**src/rtl/uart_rx_cfg_ctrl.sv**
```systemverilog
// uart_rx_cfg_ctrl
// Runtime configuration controller for the UART receive path. Holds the live
// PRESCALE/PAR_EN/PAR_TYP settings and only changes them at a frame boundary:
// the receiver is drained, gated off, reconfigured, and re-enabled once the
// line has been seen idle for SETTLE_CYC consecutive cycles. Also keeps
// saturating good-frame / dropped-frame counters for status readback.
//
// Optional feature macro: UART_RX_CFG_CNT_CLR_ON_APPLY_EN
//   defined   -> both counters are cleared in the APPLY cycle (clear wins over
//                a coincident strobe), so status reflects only the new config.
//   undefined -> counters clear only on reset or cnt_clr_i.
module uart_rx_cfg_ctrl #(
    parameter int unsigned SETTLE_CYC   = 16,
    parameter int unsigned PRESCALE_RST = 8,
    parameter int unsigned CNT_W        = 8
) (
    input  logic             clk_i,
    input  logic             rst_ni,
    input  logic             cfg_valid_i,
    output logic             cfg_ready_o,
    input  logic [5:0]       cfg_prescale_i,
    input  logic             cfg_par_en_i,
    input  logic             cfg_par_typ_i,
    output logic             cfg_err_o,
    input  logic             rx_in_i,
    input  logic             rx_busy_i,
    input  logic             data_valid_i,
    input  logic             err_stb_i,
    input  logic             cnt_clr_i,
    output logic [5:0]       prescale_o,
    output logic             par_en_o,
    output logic             par_typ_o,
    output logic             rx_en_o,
    output logic [CNT_W-1:0] frame_cnt_o,
    output logic [CNT_W-1:0] err_cnt_o
);

    localparam logic [1:0] ST_RUN    = 2'd0;
    localparam logic [1:0] ST_DRAIN  = 2'd1;
    localparam logic [1:0] ST_APPLY  = 2'd2;
    localparam logic [1:0] ST_SETTLE = 2'd3;

    localparam logic [7:0]       SETTLE_TGT  = 8'(SETTLE_CYC);
    localparam logic [5:0]       PRESC_RST_V = 6'(PRESCALE_RST);
    localparam logic [CNT_W-1:0] CNT_MAX     = {CNT_W{1'b1}};

    logic [1:0]       state_q, state_d;
    logic             ready_q, ready_d;
    logic             rx_en_q, rx_en_d;
    logic             cfg_err_q, cfg_err_d;
    logic [5:0]       prescale_q, prescale_d;
    logic             par_en_q, par_en_d;
    logic             par_typ_q, par_typ_d;
    logic [5:0]       sh_prescale_q, sh_prescale_d;
    logic             sh_par_en_q, sh_par_en_d;
    logic             sh_par_typ_q, sh_par_typ_d;
    logic [7:0]       settle_q, settle_d;
    logic [CNT_W-1:0] frame_cnt_q, frame_cnt_d;
    logic [CNT_W-1:0] err_cnt_q, err_cnt_d;

    logic presc_legal;
    logic accept;

    assign presc_legal = (cfg_prescale_i == 6'd8) || (cfg_prescale_i == 6'd16) ||
                         (cfg_prescale_i == 6'd32);
    assign accept      = cfg_valid_i && ready_q;

    // Config sequencer: RUN -> DRAIN -> APPLY -> SETTLE -> RUN
    always_comb begin
        state_d       = state_q;
        ready_d       = ready_q;
        rx_en_d       = rx_en_q;
        cfg_err_d     = 1'b0;
        prescale_d    = prescale_q;
        par_en_d      = par_en_q;
        par_typ_d     = par_typ_q;
        sh_prescale_d = sh_prescale_q;
        sh_par_en_d   = sh_par_en_q;
        sh_par_typ_d  = sh_par_typ_q;
        settle_d      = settle_q;
        case (state_q)
            ST_RUN: begin
                if (accept) begin
                    if (presc_legal) begin
                        sh_prescale_d = cfg_prescale_i;
                        sh_par_en_d   = cfg_par_en_i;
                        sh_par_typ_d  = cfg_par_typ_i;
                        ready_d       = 1'b0;
                        state_d       = ST_DRAIN;
                    end else begin
                        cfg_err_d = 1'b1;
                    end
                end
            end
            ST_DRAIN: begin
                // Let the in-flight frame finish before gating the receiver.
                if (!rx_busy_i) begin
                    rx_en_d = 1'b0;
                    state_d = ST_APPLY;
                end
            end
            ST_APPLY: begin
                prescale_d = sh_prescale_q;
                par_en_d   = sh_par_en_q;
                par_typ_d  = sh_par_typ_q;
                settle_d   = 8'd0;
                state_d    = ST_SETTLE;
            end
            default: begin
                // Count is checked registered, so re-enable lands one cycle
                // after the idle run reaches SETTLE_CYC.
                if (settle_q == SETTLE_TGT) begin
                    rx_en_d = 1'b1;
                    ready_d = 1'b1;
                    state_d = ST_RUN;
                end else if (rx_in_i) begin
                    settle_d = settle_q + 8'd1;
                end else begin
                    settle_d = 8'd0;
                end
            end
        endcase
    end

    // Saturating status counters; clear has priority over increments
    always_comb begin
        frame_cnt_d = frame_cnt_q;
        err_cnt_d   = err_cnt_q;
        if (data_valid_i && (frame_cnt_q != CNT_MAX)) begin
            frame_cnt_d = frame_cnt_q + 1'b1;
        end
        if (err_stb_i && (err_cnt_q != CNT_MAX)) begin
            err_cnt_d = err_cnt_q + 1'b1;
        end
`ifdef UART_RX_CFG_CNT_CLR_ON_APPLY_EN
        if (state_q == ST_APPLY) begin
            frame_cnt_d = '0;
            err_cnt_d   = '0;
        end
`endif
        if (cnt_clr_i) begin
            frame_cnt_d = '0;
            err_cnt_d   = '0;
        end
    end

    // State and output registers; reset aborts any pending config
    always_ff @(posedge clk_i or negedge rst_ni) begin
        if (!rst_ni) begin
            state_q       <= ST_RUN;
            ready_q       <= 1'b1;
            rx_en_q       <= 1'b1;
            cfg_err_q     <= 1'b0;
            prescale_q    <= PRESC_RST_V;
            par_en_q      <= 1'b0;
            par_typ_q     <= 1'b0;
            sh_prescale_q <= PRESC_RST_V;
            sh_par_en_q   <= 1'b0;
            sh_par_typ_q  <= 1'b0;
            settle_q      <= 8'd0;
            frame_cnt_q   <= '0;
            err_cnt_q     <= '0;
        end else begin
            state_q       <= state_d;
            ready_q       <= ready_d;
            rx_en_q       <= rx_en_d;
            cfg_err_q     <= cfg_err_d;
            prescale_q    <= prescale_d;
            par_en_q      <= par_en_d;
            par_typ_q     <= par_typ_d;
            sh_prescale_q <= sh_prescale_d;
            sh_par_en_q   <= sh_par_en_d;
            sh_par_typ_q  <= sh_par_typ_d;
            settle_q      <= settle_d;
            frame_cnt_q   <= frame_cnt_d;
            err_cnt_q     <= err_cnt_d;
        end
    end

    assign cfg_ready_o = ready_q;
    assign cfg_err_o   = cfg_err_q;
    assign prescale_o  = prescale_q;
    assign par_en_o    = par_en_q;
    assign par_typ_o   = par_typ_q;
    assign rx_en_o     = rx_en_q;
    assign frame_cnt_o = frame_cnt_q;
    assign err_cnt_o   = err_cnt_q;

endmodule

```
**config.mk**
```make
export PLATFORM = sky130hd
export DESIGN_NAME = uart_rx_cfg_ctrl
export DESIGN_NICKNAME = d
export VERILOG_FILES = /design/src/rtl/uart_rx_cfg_ctrl.sv
export SDC_FILE = /design/constraint.sdc
export NUM_CORES = 1
export LEC_CHECK = 0
export ABC_CLOCK_PERIOD_IN_PS = 2350
export BUFFER_PORTS_ARGS = -buffer_cell sky130_fd_sc_hd__buf_2
export CAP_MARGIN = 20
export CORE_MARGIN = 5
export CORE_UTILIZATION = 55
export CTS_CLUSTER_DIAMETER = 150
export DETAILED_ROUTE_END_ITERATION = 12
export PLACE_DENSITY = 0.76
export RECOVER_POWER = 25
export SETUP_SLACK_MARGIN = 0.15
export SYNTH_ARGS = -nofsm -noshare
export SYNTH_HDL_FRONTEND = slang
export SYNTH_SLANG_ARGS = --single-unit
```
**constraint.sdc**
```tcl
create_clock -name clk_i -period 2.35 [get_ports clk_i]
set_input_delay 0.5875 -clock clk_i [delete_from_list [all_inputs] [get_ports clk_i]]
set_output_delay 0.5875 -clock clk_i [all_outputs]
set_load 0.005 [all_outputs]
```
==> flow_summary.toml <==
[worst_setup_path]
worstSetupStartpointType = "flip-flop"
r2r_cells = 5
path_class = "reg -> reg"
cp-end-kind = "flip-flop"
cp_max_fo = 9
required_ns = 2.54
arrival_ns = 2.06

[global_routing]
grt_pass1_vias = 1702
track_usage_pct = 17.9
grt_antenna_before_repair = 0
grt_pass1_wl_um = 7650
grt_overflow = 0
grt_max_degree = 21

[pwr]
p_leak_nw = 1.27
vdd_drop_max_uv = 586
powerDensity_mw_per_mm2 = 908

[yosys]
synth_top_family_by_area = "simple AND/OR/NAND/NOR gates"
syn_area_mm2 = 0.00227
synthSimpleGateAreaFrac_pct = 18.7
yosys.area.top_type = "dfrtp_1"
synth_compound_area_share_pct = 12.2
post_synth_mux_area_share_pct = 9.26
synth_edf_count = 0
syn_nets = 230
synthAdderAreaFrac_pct = 3.86
synth_seq_cells = 45
syn_area_per_cell_um2 = 11.0
synth_cell_types = 42
ys.flop_type = "dfrtp_1"
synthTopCellsByArea = "dfrtp_1 45%, mux2_2 7.9%, dfstp_2 4.6%, ha_1 3.9%, nor2_1 3.0%"
async_flop_share_pct = 100
yosysSeqAreaShare_pct = 49.8
synthCells = 207
ys_warn_count = 0
yosysTopAreaCellShare_pct = 45.2
synthXorXnorAreaFrac_pct = 3.09

[clock_network]
cts_resized = 0
cts-root-buf = "clkbuf_8"
cts_tree = "yes"
cts_sinks = 45
path_clk_slew_ns = 0.09
htreeDepth = 2
cts_buffers = 5
postCtsHoldBufs = 0
clockBufferDepth = 2
clk_latency_ns = 0.30
cts_setup_buffers = 0

[sta]
slew_headroom_pct = 31.9
period_minus_slack_ns = 1.87
rsz0062_at_grt = "false"
post-route-period-util_pct = 79.5
fmax_mhz = 535
hold_slack_ns = 0.342
timing.final.ws_setup_ns = 0.482
fin_skew_ns = 0.0107
drv_slew = 0
hold_viol = 0
tightest_slew_ns = 1.02
final-setup-viol-count = 0
final.setup.tns_ns = 0

[finish]
antennaDiodeCount = 0
drive_gt1_share_pct = 30.6
area_growth_pct = 15.6
final_util_pct = 65.6
final_nets = 277

[floorplan]
die-height_um = 74.2
rows = 23
io_pins = 43
fp.dieW_um = 74.2
dieArea_mm2 = 0.00551
core_mm2 = 0.00400
start_util_pct = 56.7

[routing]
viasPerCell = 5.64
drt_iter0_markers = 114
wire_per_inst_um = 14.5
finalWirelength_um = 4410
ant_nets = 0
dr_total_vias = 1720
drc = 0
firstDrtPassIters = 4

[placed_design]
place_congestion = 0.747
dp_hpwl_um = 3340
numPortBuffers = 42
dp_slack_ns = 0.332

[run]
drv_cap = 0

[min_path]
hold_path.class = "in -> async"

[run_status]
status = "finished clean"
==> placed cells by master (no fill, tap or decap), drive strengths merged, types with 3 or more instances in the layout <==
cell,synthesis,layout
a21oi,12,12
a22o,5,5
and3,4,4
buf,3,43
clkbuf,2,9
dfrtp,41,41
dfstp,4,4
ha,7,7
inv,8,9
mux2,16,16
mux2i,3,3
nand2,8,8
nand3,10,10
nand4,4,4
nor2,19,19
nor2b,7,7
nor3,9,9
o21ai,12,12
o31ai,3,3
xor2,7,7
==> metal layers <==
metal	routed length [um]	global-route usage (%)	vias up
met5	0	0	-
met4	42	4.94	0
met3	194	4.86	4
met2	2160	28.0	34
met1	2010	24.8	844
li1	-	-	838
==> power breakdown <==
part	total, mW	leakage [nW]	internal, mW	switching [mW]
clock	0.508	0.0478	0.242	0.266
sequential	1.05	0.595	0.939	0.109
combinational	0.828	0.627	0.396	0.431
total	2.38	1.27	1.58	0.806
==> cell usage after synthesis, types with 2 or more instances <==
master / count
nor2b_1: 7
mux2i_1: 3
o21bai_1: 2
mux2_2: 16
o31ai_1: 2
dfstp_2: 4
nand2_1: 8
o21ai_0: 12
nor3_1: 9
o2111ai_1: 2
and3_1: 4
nand3_1: 10
or3_1: 2
inv_1: 8
clkbuf_1: 2
nand4_1: 3
ha_1: 7
and4_1: 2
buf_2: 2
a22o_1: 5
nor2_1: 18
a21oi_1: 12
or4_1: 2
dfrtp_1: 41
xor2_1: 7
==> worst max-delay path, cell delays in order, from the launching register on <==
cell and delay (ns):
dfrtp_1 0.42, inv_1 0.10, ha_1 0.32, nand3_1 0.18, nor2_2 0.38, mux2_2 0.38
==> final timing paths <==
path	startpoint	to	slack [ns]
max	state_q[0]	sh_prescale_q[5]	0.48
min	rst_ni	cfg_err_o	0.34
max reg2reg	state_q[0]	sh_prescale_q[5]	0.48
min reg2reg	sh_prescale_q[2]	sh_prescale_q[2]	0.50
max in group asynchronous	rst_ni	err_cnt_o[7]	0.62
min in group clk_i	sh_prescale_q[2]	sh_prescale_q[2]	0.50
==> metrics by stage <==
stage	power [mW]	instances	area, um^2
after global routing	2.54	305	2620
after CTS	2.41	305	2630
after detailed placement	1.90	297	2530
final	2.38	305	2620
after floorplan	1.67	207	2270
after global placement	1.87	297	2530
==> area by class of cell <==
cell class | count | area (um^2)
fillers | 333 | 1380
flip-flops and latches | 45 | 1130
multi-input cells | 148 | 1070
repair buffers | 46 | 231
clock buffers | 6 | 82.6
well taps | 50 | 62.6
inverters | 8 | 30.0
clock inverters | 2 | 16.3
==> cell families (layout without fill, tap and decap cells) <==
| family | Yosys count | after routing |
|---|---|---|
| DFF | 45 | 45 |
| adders and majority gates | 7 | 7 |
| AOI/OAI and AO/OA | 40 | 40 |
| and+or+nand+nor | 74 | 74 |
| muxes | 19 | 19 |
| xor gates and xnor gates | 8 | 8 |
| buffers and inverters | 14 | 62 |
==> flip-flops by register name, summed over array words and instances, names as in the netlist <==
name,flops
err_cnt_o,8
frame_cnt_o,8
settle_q,8
prescale_o,6
sh_prescale_q,6
state_q,2
cfg_err_o,1
cfg_ready_o,1
par_en_o,1
par_typ_o,1
rx_en_o,1
sh_par_en_q,1
sh_par_typ_q,1
(Power assumes the default switching activity.)
